[src/rtl/sequenciador_host_caminho_pkg.sv]
// Shared definitions for the host-side path-search sequencer.
// - Default parameter values for node address width, path FIFO depth and
//   the start-to-first-word timeout.
// - Sequencer state encoding (3-bit).
package sequenciador_host_caminho_pkg;

  localparam int ADDR_WIDTH_PADRAO     = 8;
  localparam int FIFO_DEPTH_PADRAO     = 64;
  localparam int TIMEOUT_CICLOS_PADRAO = 1048576;

  typedef enum logic [2:0] {
    OCIOSO   = 3'd0,
    INICIAR  = 3'd1,
    AGUARDAR = 3'd2,
    CAPTURAR = 3'd3,
    ENTREGAR = 3'd4,
    ERRO     = 3'd5
  } estado_t;

endpackage

[src/rtl/sequenciador_host_caminho_fifo.sv]
// fifo_caminho: synchronous FIFO holding {last, addr} path entries.
// Ports:
//   clk, rst      clock, asynchronous active-high reset
//   limpar        synchronous flush (empties the FIFO)
//   push, pop     write / read requests; a push on a full FIFO is accepted
//                 only when a pop happens in the same cycle
//   data_in       entry to write
//   data_out      head entry, combinational
//   cheio, vazio  full / empty flags
module fifo_caminho #(
  parameter int DATA_WIDTH = 9,
  parameter int DEPTH      = 64
) (
  input  logic                  clk,
  input  logic                  rst,
  input  logic                  limpar,
  input  logic                  push,
  input  logic                  pop,
  input  logic [DATA_WIDTH-1:0] data_in,
  output logic [DATA_WIDTH-1:0] data_out,
  output logic                  cheio,
  output logic                  vazio
);

  localparam int PW = $clog2(DEPTH);

  logic [DATA_WIDTH-1:0] mem [DEPTH];
  logic [PW-1:0]         rd_ptr;
  logic [PW-1:0]         wr_ptr;
  logic [PW:0]           count;
  logic                  wr_en;
  logic                  rd_en;

  assign vazio = (count == '0);
  assign cheio = (count == (PW+1)'(DEPTH));

  // A full FIFO still takes a write when the head leaves in the same cycle.
  assign wr_en = push & (~cheio | pop);
  assign rd_en = pop & ~vazio;

  assign data_out = mem[rd_ptr];

  always_ff @(posedge clk or posedge rst) begin
    if (rst) begin
      rd_ptr <= '0;
      wr_ptr <= '0;
      count  <= '0;
    end else if (limpar) begin
      rd_ptr <= '0;
      wr_ptr <= '0;
      count  <= '0;
    end else begin
      if (wr_en) wr_ptr <= wr_ptr + 1'b1;
      if (rd_en) rd_ptr <= rd_ptr + 1'b1;
      count <= count + {{PW{1'b0}}, wr_en} - {{PW{1'b0}}, rd_en};
    end
  end

  // NOTE: storage is deliberately left out of reset; the pointers and count
  // define what is valid, and the consumer masks the head while empty.
  always_ff @(posedge clk) begin
    if (wr_en && !limpar) mem[wr_ptr] <= data_in;
  end

endmodule

[src/rtl/sequenciador_host_caminho.sv]
// sequenciador_host_caminho: host-side driver for the path-search core.
// - Forwards host obstacle writes to the core as registered one-cycle strobes.
// - On a host start, latches fonte/destino and sends one start pulse.
// - Captures path words (destino first, fonte last) into fifo_caminho and
//   presents them to the host with valid/ready; the fonte word carries last.
// - Flags timeout (no first word in time) and FIFO overflow in a sticky erro.
// Ports:
//   host_obst_*        obstacle write channel from the host (valid/ready)
//   host_start_in, host_fonte_in, host_destino_in   search request
//   host_ocupado_out, host_erro_out                  status
//   host_path_*        path word stream to the host (valid/ready/last)
//   top_*              start pulse and node addresses to the core
//   obstaculos_wr_*    registered obstacle write to the core
//   gma_*              path words from the anterior-memory manager
module sequenciador_host_caminho
  import sequenciador_host_caminho_pkg::*;
#(
  parameter int ADDR_WIDTH     = ADDR_WIDTH_PADRAO,
  parameter int FIFO_DEPTH     = FIFO_DEPTH_PADRAO,
  parameter int TIMEOUT_CICLOS = TIMEOUT_CICLOS_PADRAO
) (
  input  logic                  clk,
  input  logic                  rst,
  input  logic                  host_obst_valid_in,
  input  logic [ADDR_WIDTH-1:0] host_obst_addr_in,
  input  logic                  host_obst_data_in,
  output logic                  host_obst_ready_out,
  input  logic                  host_start_in,
  input  logic [ADDR_WIDTH-1:0] host_fonte_in,
  input  logic [ADDR_WIDTH-1:0] host_destino_in,
  output logic                  host_ocupado_out,
  output logic                  host_erro_out,
  output logic                  host_path_valid_out,
  output logic [ADDR_WIDTH-1:0] host_path_data_out,
  output logic                  host_path_last_out,
  input  logic                  host_path_ready_in,
  output logic                  top_wr_fonte_out,
  output logic [ADDR_WIDTH-1:0] top_addr_fonte_out,
  output logic [ADDR_WIDTH-1:0] top_addr_destino_out,
  output logic                  obstaculos_wr_enable_out,
  output logic [ADDR_WIDTH-1:0] obstaculos_wr_addr_out,
  output logic                  obstaculos_wr_data_out,
  input  logic [ADDR_WIDTH-1:0] gma_read_data_in,
  input  logic                  gma_pronto_in
);

  localparam int              CW         = $clog2(TIMEOUT_CICLOS) + 1;
  localparam logic [CW-1:0]   CNT_LIMITE = CW'(TIMEOUT_CICLOS - 1);
  localparam logic [CW-1:0]   CNT_MAX    = {CW{1'b1}};

  estado_t               estado;
  estado_t               prox_estado;
  logic [CW-1:0]         cnt;
  logic [ADDR_WIDTH-1:0] fonte_q;
  logic [ADDR_WIDTH-1:0] destino_q;
  logic                  erro_q;

  logic                  fifo_push;
  logic                  fifo_pop;
  logic                  fifo_limpar;
  logic                  fifo_cheio;
  logic                  fifo_vazio;
  logic [ADDR_WIDTH:0]   fifo_din;
  logic [ADDR_WIDTH:0]   fifo_dout;

  logic                  aceita_start;
  logic                  aceita_obst;
  logic                  palavra_fonte;

  assign aceita_start  = (estado == OCIOSO) & host_start_in;
  // Held low during reset so that every output reads 0 while rst is high.
  assign host_obst_ready_out = ~rst & (estado == OCIOSO) & ~host_start_in;
  assign aceita_obst   = host_obst_valid_in & host_obst_ready_out;
  assign palavra_fonte = (gma_read_data_in == fonte_q);
  assign fifo_pop      = ~fifo_vazio & host_path_ready_in;
  assign fifo_din      = {palavra_fonte, gma_read_data_in};

  fifo_caminho #(
    .DATA_WIDTH (ADDR_WIDTH + 1),
    .DEPTH      (FIFO_DEPTH)
  ) u_fifo (
    .clk      (clk),
    .rst      (rst),
    .limpar   (fifo_limpar),
    .push     (fifo_push),
    .pop      (fifo_pop),
    .data_in  (fifo_din),
    .data_out (fifo_dout),
    .cheio    (fifo_cheio),
    .vazio    (fifo_vazio)
  );

  // NOTE: every signal driven here gets a default first, so no path through
  // the case statement can leave one unassigned and infer a latch.
  always_comb begin
    prox_estado      = estado;
    fifo_push        = 1'b0;
    fifo_limpar      = 1'b0;
    top_wr_fonte_out = 1'b0;
    unique case (estado)
      OCIOSO: begin
        if (host_start_in) prox_estado = INICIAR;
      end
      INICIAR: begin
        top_wr_fonte_out = 1'b1;
        prox_estado      = AGUARDAR;
      end
      AGUARDAR: begin
        // FIFO is empty here, so the first word can never overflow. A first
        // word equal to fonte (fonte == destino) completes the path at once.
        if (gma_pronto_in) begin
          fifo_push   = 1'b1;
          prox_estado = palavra_fonte ? ENTREGAR : CAPTURAR;
        end else if (cnt >= CNT_LIMITE) begin
          prox_estado = ERRO;
        end
      end
      CAPTURAR: begin
        if (gma_pronto_in) begin
          if (fifo_cheio && !fifo_pop) begin
            prox_estado = ERRO;
          end else begin
            fifo_push = 1'b1;
            if (palavra_fonte) prox_estado = ENTREGAR;
          end
        end
      end
      ENTREGAR: begin
        if (fifo_pop && fifo_dout[ADDR_WIDTH]) prox_estado = OCIOSO;
      end
      ERRO: begin
        fifo_limpar = 1'b1;
        prox_estado = OCIOSO;
      end
      default: prox_estado = OCIOSO;
    endcase
  end

  // NOTE: state registers use non-blocking assignments so every flop samples
  // the values from before the edge, independent of statement order.
  always_ff @(posedge clk or posedge rst) begin
    if (rst) begin
      estado                   <= OCIOSO;
      cnt                      <= '0;
      fonte_q                  <= '0;
      destino_q                <= '0;
      erro_q                   <= 1'b0;
      obstaculos_wr_enable_out <= 1'b0;
      obstaculos_wr_addr_out   <= '0;
      obstaculos_wr_data_out   <= 1'b0;
    end else begin
      estado <= prox_estado;

      // Counts from the start pulse, so TIMEOUT_CICLOS cycles after the pulse
      // the sequencer is in ERRO. Saturates instead of wrapping.
      if (estado == INICIAR || estado == AGUARDAR) begin
        if (cnt != CNT_MAX) cnt <= cnt + 1'b1;
      end else begin
        cnt <= '0;
      end

      if (aceita_start) begin
        fonte_q   <= host_fonte_in;
        destino_q <= host_destino_in;
        erro_q    <= 1'b0;
      end else if (prox_estado == ERRO) begin
        erro_q <= 1'b1;
      end

      obstaculos_wr_enable_out <= aceita_obst;
      if (aceita_obst) begin
        obstaculos_wr_addr_out <= host_obst_addr_in;
        obstaculos_wr_data_out <= host_obst_data_in;
      end
    end
  end

  assign host_ocupado_out     = (estado != OCIOSO);
  assign host_erro_out        = erro_q;
  assign top_addr_fonte_out   = fonte_q;
  assign top_addr_destino_out = destino_q;
  assign host_path_valid_out  = ~fifo_vazio;
  // Head entry is masked while empty: the storage itself is not reset.
  assign host_path_data_out   = fifo_vazio ? '0 : fifo_dout[ADDR_WIDTH-1:0];
  assign host_path_last_out   = ~fifo_vazio & fifo_dout[ADDR_WIDTH];

endmodule

[config.mk]
export PLATFORM = sky130hd
export DESIGN_NAME = sequenciador_host_caminho
export DESIGN_NICKNAME = d
export VERILOG_FILES = /design/src/rtl/sequenciador_host_caminho_pkg.sv /design/src/rtl/sequenciador_host_caminho_fifo.sv /design/src/rtl/sequenciador_host_caminho.sv
export SDC_FILE = /design/constraint.sdc
export NUM_CORES = 1
export LEC_CHECK = 0
export ABC_AREA = 1
export CAP_MARGIN = 20
export CELL_PAD_IN_SITES_DETAIL_PLACEMENT = 0
export CELL_PAD_IN_SITES_GLOBAL_PLACEMENT = 2
export CORE_MARGIN = 3
export CORE_UTILIZATION = 40
export DETAILED_ROUTE_END_ITERATION = 7
export MAX_ROUTING_LAYER = met4
export PLACE_DENSITY_LB_ADDON = 0.1
export SETUP_SLACK_MARGIN = 0.15
export SLEW_MARGIN = 25
export SYNTH_ARGS = -nofsm -noshare
export SYNTH_HDL_FRONTEND = slang
export SYNTH_SLANG_ARGS = --single-unit
[constraint.sdc]
create_clock -name clk -period 3.5 [get_ports clk]
set_clock_uncertainty 0.1 [all_clocks]
set_input_delay 0.7 -clock clk [delete_from_list [all_inputs] [get_ports clk]]
set_output_delay 0.7 -clock clk [all_outputs]
set_load 0.01 [all_outputs]
==> impl_results.md, run 1 <==
- Status: complete, but fails checks
- Failing checks: setup timing
- CTS tree: yes
- Min-delay worst type: register to register
- Tot GR Track Use: a little under a quarter
- Distinct cell type count after synthesis: 44
- CTS buffer count: just over 70
- Mapped Cells: about 2,300
- Slew @ Worst Pin: 0.927 ns
- Footprint of the multi-input gates: approximately 7500 um^2
- Worst slew margin: between 30% and 40%
- Die Wd: 265 um
- Synth top area share: roughly 64%
- Psw: slightly above 10 mW
- Port buffer count: 78
- Yosys reg bits: about 650
- Worst setup margin: -0.0753 ns
- Bufs and invs on worst path: 5
- Depth of the CTS H-tree: 3
- Largest net degree at the start of global routing: 75
- GRT overflow: 0
- Sw frac: between 30% and 40%
- Fin cells: 3,486
- Peak supply drop: approximately 0.53 mV
- Reg area: approximately 19,000 um^2
- Leakage: approximately 12 nW
- Max Fanout on Critical Path: 8
- Layout cells sized above 1: ~19%
- Comb power frac: between 40% and 50%
- Clk Latency, worst-skew pair: between 0.6 and 0.7 ns
- Post-DP HPWL: ~48 mm
- Synthesized net count: roughly 2,400
- Clk buf depth: 3
- Fmax: 280 MHz
- Crit-path slowest cell: dfrtp_4
- CTS root buffer: clkbuf_16
- Mapped cell area: roughly 27,000 um^2
- Leading cell type in the layout, fill and taps excluded: edfxtp_1
- Yosys top cell by area: edfxtp_1
- Drt pass-1 iters: 5
- Max cap viols: 0
- I/O pins: 79
- CORE AREA: about 66,000 um^2
- Post-Place Worst Slack: -0.314 ns
- Most frequent cells in the layout: 576 x edfxtp_1, 524 x nand2_1, 252 x nor2_1
- Nets: 2,616
- Top delay family on crit path: buffers and inverters
- Synth warn: 0
- Layout area overhead: 25.4%
- Routed wire per std cell: 23.8 um
- First-pass GRT wire length: about 120 mm
- Vias in the first global route: 18,300
- Fin crit period: 3.58 ns
- Top cells by area, synth: edfxtp_1 64%, nand2_1 7.7%, dfrtp_1 6.5%
- Row count: 94
- CP Launch Type: register
- Crit path capture type: primary output
- CTS sink count: roughly 650
- Int Power: roughly 18 mW
- Avg Cell Area, Syn: 11.6 um^2
- Post-DR vias/cell: between 5 and 6
- Power per cell area: ~830 nW/um^2
- Final setup fails: 8
- CP Class: register to primary output
- Worst EP arrival: 2.78 ns
- Flop pwr share: between 30% and 40%
- RSZ-0062 raised after global routing: true
- Period utilization: 102%
- Crit path required time: 2.70 ns
- Starting DRC count in detailed routing: 1,535
- Antenna cell count: 0
- Initial Util: 40.6%
- DRC Markers: 0
- Worst path max stage delay: 0.56 ns
- Max Slew Vio Count: 0
- Hold Fails Final Rpt: 0
- Total power: between 20 and 30 mW
- Clock transition at path regs: ~0.060 ns
- Via count: ~19,000
- WL final: between 80 and 90 mm
- Die Ht: around 260 um
- Sequential share of the synthesized area: between 70% and 80%
- Filler cell count: around 5,800
- Initial antenna violation count: 1
- Final ANT Viol Nets: 0
- Die area: roughly 70,000 um^2
- Placed insts: around 3,300
- Crit path cell chain: buf_12, buf_12, clkbuf_16, buf_8, mux2i_1, o21ai_1, nor2_2, a211oi_2, nor2_4, nor2_2, buf_2
- RePlAce Congestion: between 0.8 and 0.9
- Clk pwr share: 27.2%
synth_stat cells:
cell / number
edfxtp_1: 576
nand2_1: 550
nor2_1: 269
o21ai_0: 165
a21oi_1: 139
nand3_1: 104
dfrtp_1: 70
inv_1: 66
o22ai_1: 65
nor3_1: 62
clkbuf_1: 49
buf_2: 44
mux2i_1: 16
nand4_1: 15
buf_4: 13
ha_1: 12
buf_6: 11
a21oi_2: 10
a211oi_1: 9
inv_2: 8
mux2_2: 8
o21ai_1: 8
xnor2_1: 6
nand2_2: 4
nor4_1: 4
or2_2: 4
a31oi_1: 3
buf_1: 3
clkinv_1: 3
nand3_2: 2
o21bai_1: 2
xor2_1: 2
and2_4: 1
and3_1: 1
fa_1: 1
nor2_2: 1
nor2_4: 1
nor2_8: 1
nor3_2: 1
nor3_4: 1
o2111ai_1: 1
o211ai_1: 1
o21ai_2: 1
o31ai_1: 1
routing by layer:
layer  vias to the layer above  wire [um]  GRT usage [%]
met5                         -          0              -
met4                         0       1380           5.10
met3                        95       4340           3.06
met2                       511      39300           37.5
met1                      9376      37900           32.9
li1                       8687          -              -
metrics by stage:
stage	hold WS, ns	TNS [ns]	area [um^2]	util, %
after floorplan	0.391	0	26800	-
final	0.379	-0.332	33600	50.9
after CTS	0.386	-1.58	32900	49.8
after global placement	0.365	-0.365	29600	44.8
after detailed placement	0.370	-0.391	29600	44.8
after global routing	0.422	-1.19	33600	50.9
cells by family after synthesis:
| group | Yosys count | synth area share, % |
|---|---|---|
| compound gates | 405 | 8.16 |
| xor+xnor | 8 | 0.261 |
| fa+ha+maj | 13 | 0.634 |
| buf+inv | 197 | 3.45 |
| flops | 646 | 71.0 |
| mux | 24 | 0.933 |
| simple gates | 1021 | 15.6 |
tightest hold or removal path: stages, from the launching register on:
cell	delay, ns
dfrtp_1	0.34
nand2_1	0.05
nand2_1	0.06
what timing repair did:
item | 4_1_cts | 5_1_grt
hold buffers | 0 | 0
buffers inserted | 23 | 7
resized for setup | 138 | 123
gates cloned | 8 | 13
endpoints found under the setup margin | 9 | 9
pin swaps | 28 | 66
registers in the layout, indices dropped and copies added (netlist names):
signal / cells
host_erro_out: 1
estado: 3
u_fifo.mem: 576
u_fifo.rd_ptr: 6
u_fifo.wr_ptr: 6
obstaculos_wr_enable_out: 1
u_fifo.count: 7
obstaculos_wr_addr_out: 8
obstaculos_wr_data_out: 1
cnt: 21
top_addr_destino_out: 8
top_addr_fonte_out: 8
final timing paths:
path                                            from                         to  slack (ns)  depth (start not counted)
min in group asynchronous                        rst           u_fifo.wr_ptr[3]        0.40                          2
hold reg to reg            obstaculos_wr_addr_out[2]  obstaculos_wr_addr_out[2]        0.38                          2
hold / removal             obstaculos_wr_addr_out[2]  obstaculos_wr_addr_out[2]        0.38                          2
max in group asynchronous                        rst                    cnt[12]        2.28                          3
setup reg to reg                     u_fifo.count[2]            u_fifo.count[6]        0.48                         19
setup / recovery                    u_fifo.rd_ptr[0]      host_path_data_out[4]       -0.08                         11
layout make-up:
cell class	count	share of cell area [%]
tap	864	3.21
clock inverter	37	1.25
timing repair buffer	297	9.95
clock buffer	94	5.73
multi-input combinational	1471	22.3
sequential	646	56.6
inverter	77	0.904
power groups by stage:
stage	Clock (mW)	Sequential [mW]	Combinational, mW
finish	7.60	9.03	11.3
global placement	0	9.17	8.97
global route	8.12	9.06	12.1
floorplan	0	9.15	4.91
CTS	7.77	9.01	10.3
detailed placement	0	9.18	8.97
(Power assumes the default switching activity.)
==> run 2: changes to the inputs <==
--- a/config.mk
+++ b/config.mk
@@ -15,7 +15,7 @@
 export MAX_ROUTING_LAYER = met4
 export PLACE_DENSITY_LB_ADDON = 0.1
 export SETUP_SLACK_MARGIN = 0.15
-export SLEW_MARGIN = 25
+export SLEW_MARGIN = 20
 export SYNTH_ARGS = -nofsm -noshare
 export SYNTH_HDL_FRONTEND = slang
 export SYNTH_SLANG_ARGS = --single-unit
==> constraint.sdc (replaced) <==
create_clock -name clk -period 3.7 [get_ports clk]
set_clock_uncertainty 0.1 [all_clocks]
set_input_delay 0.74 -clock clk [delete_from_list [all_inputs] [get_ports clk]]
set_output_delay 0.74 -clock clk [all_outputs]
set_load 0.01 [all_outputs]
==> impl_results.md, run 2 (same netlist as run 1, synthesis figures left out) <==
- Status: complete, but fails checks
- Failing checks: setup timing
- Die Ht: around 260 um
- Slew @ Worst Pin: approximately 0.79 ns
- Most flop-heavy register: u_fifo.mem
- Die Wd: 265 um
- Crit path capture type: primary output
- Clock transition at path regs: about 0.060 ns
- Max Fanout on Critical Path: 6
- Port buffer count: between 70 and 80
- Clk buf depth: 3
- Max reg flops: about 580
- Initial antenna violation count: 2
- Fin crit period: between 3 and 4 ns
- CTS tree: yes
- Power per cell area: between 700 and 800 nW/um^2
- Nets: between 2,000 and 3,000
- Critical path launch point: u_fifo.rd_ptr[0]
- Period utilization: 100%
- Filler cell count: about 5,800
- CP Class: register to primary output
- Drt pass-1 iters: 5
- DRC Markers: 0
- Layout area overhead: 27.5%
- Final setup fails: 1
- WL final: 82.8 mm
- Max cap viols: 0
- Post-Place Worst Slack: -0.485 ns
- Placed insts: 3,298
- Leakage: roughly 13 nW
- CTS hold repair buffers: 0
- Peak supply drop: ~0.52 mV
- Worst slew margin: between 40% and 50%
- Setup TNS: -0.0118 ns
- CORE AREA: about 66,000 um^2
- Min-delay worst type: input port to async pin
- Initial Util: between 40% and 50%
- Leading registers by flop count: u_fifo.mem x576, cnt x21
- GRT overflow: 0
- Clk Latency, worst-skew pair: approximately 0.61 ns
- Die area: approximately 70,000 um^2
- Post-DP HPWL: 48.3 mm
- Tot GR Track Use: 24.2%
- Depth of the CTS H-tree: 3
- I/O pins: slightly below 80
- Max Slew Vio Count: 0
- Starting DRC count in detailed routing: around 1,600
- Reg-to-reg critical path startpoint: u_fifo.count[2]
- Layout cells sized above 1: 21.4%
- Fmax: roughly 270 MHz
- RePlAce Congestion: 0.813
- Via count: 18,800
- Vias in the first global route: approximately 18,000
- Largest net degree at the start of global routing: 75
- Row count: 94
- CTS root buffer: clkbuf_16
- Worst setup margin: -0.0118 ns
- CTS sink count: between 600 and 700
- Hold Fails Final Rpt: 0
- First-pass GRT wire length: approximately 120 mm
- Fin cells: approximately 3,500
- Leading cell type in the layout, fill and taps excluded: edfxtp_1
- Routed wire per std cell: between 20 and 25 um
- Crit path required time: approximately 2.9 ns
- Most frequent cells in the layout: 576 x edfxtp_1, 506 x nand2_1, 244 x nor2_1
- CP Launch Type: register
- Worst EP arrival: roughly 2.9 ns
- Final ANT Viol Nets: 0
- RSZ-0062 raised after global routing: true
- Post-DR vias/cell: 5.37
- CTS buffer count: around 70
- Total power: 27.0 mW
## run 2: cell count changes in the layout (fill, tap and decap cells not counted), moves of 4 or more
cell	change
buf_8	+4
clkbuf_16	-8
clkbuf_1	-9
nor2_1	-8
buf_4	+5
o21ai_1	-6
nand2_4	-5
nand2_2	+23
nand2_1	-18
buf_16	+17
buf_6	+4
a21oi_1	-4
nor2_2	+5
## run 2: power breakdown
group / total [mW] / switching, mW / internal (mW)
clock network: 7.13 / 2.88 / 4.25
registers: 8.54 / 0.260 / 8.28
logic: 11.3 / 6.63 / 4.68
total: 27.0 / 9.77 / 17.2
## run 2: cell type report
type	instances	area (um^2)	area share [%]
timing repair buffer	318	3800	11.1
clock inverter	36	358	1.05
antenna	1	2.50	0.00732
inverter	77	302	0.882
tap	864	1080	3.16
multi-input combinational	1471	7630	22.3
sequential	646	19100	55.7
clock buffer	89	1970	5.76
## run 2: worst paths after layout
| check | endpoint | slack, ns | cells after the start |
|---|---|---|---|
| worst max-delay path | host_path_data_out[4] | -0.01 | 10 |
| worst min-delay path | top_addr_destino_out[6] | 0.27 | 2 |
| worst max register to register | u_fifo.count[6] | 0.58 | 19 |
| worst min register to register | obstaculos_wr_addr_out[2] | 0.38 | 2 |
| max in group asynchronous | u_fifo.wr_ptr[1] | 2.62 | 3 |
| min in group clk | obstaculos_wr_addr_out[2] | 0.38 | 2 |
## run 2: critical path, cell delays in order, from the launching register on
cell and delay (ns):
dfrtp_4 0.54, buf_12 0.18, buf_16 0.15, buf_12 0.14, mux2i_1 0.11, o21ai_1 0.17, nor2_2 0.08, a211oi_4 0.44
nor2_4 0.08, nor2_4 0.21, buf_6 0.14
## run 2: per-stage QoR
step / hold slack (ns) / util [%] / instance area, um^2
2_1_floorplan: 0.391 / - / 26800
3_3_place_gp: 0.362 / 44.6 / 29500
3_5_place_dp: 0.364 / 44.6 / 29500
4_1_cts: 0.232 / 51.2 / 33800
5_1_grt: 0.248 / 51.7 / 34200
6_report: 0.271 / 51.7 / 34200
## run 2: repair_timing
action	in CTS	in global routing
buffers inserted	42	10
resized for setup	267	63
pin swaps	92	59
setup endpoints to repair	9	9
cloned	24	2
## run 2: metal layers
layer | vias up | track usage, % | routed length (um)
met5 | - | - | 0
met4 | 0 | 6.32 | 1900
met3 | 118 | 4.39 | 5080
met2 | 567 | 37.5 | 38700
met1 | 9389 | 33.1 | 37200
li1 | 8747 | - | -
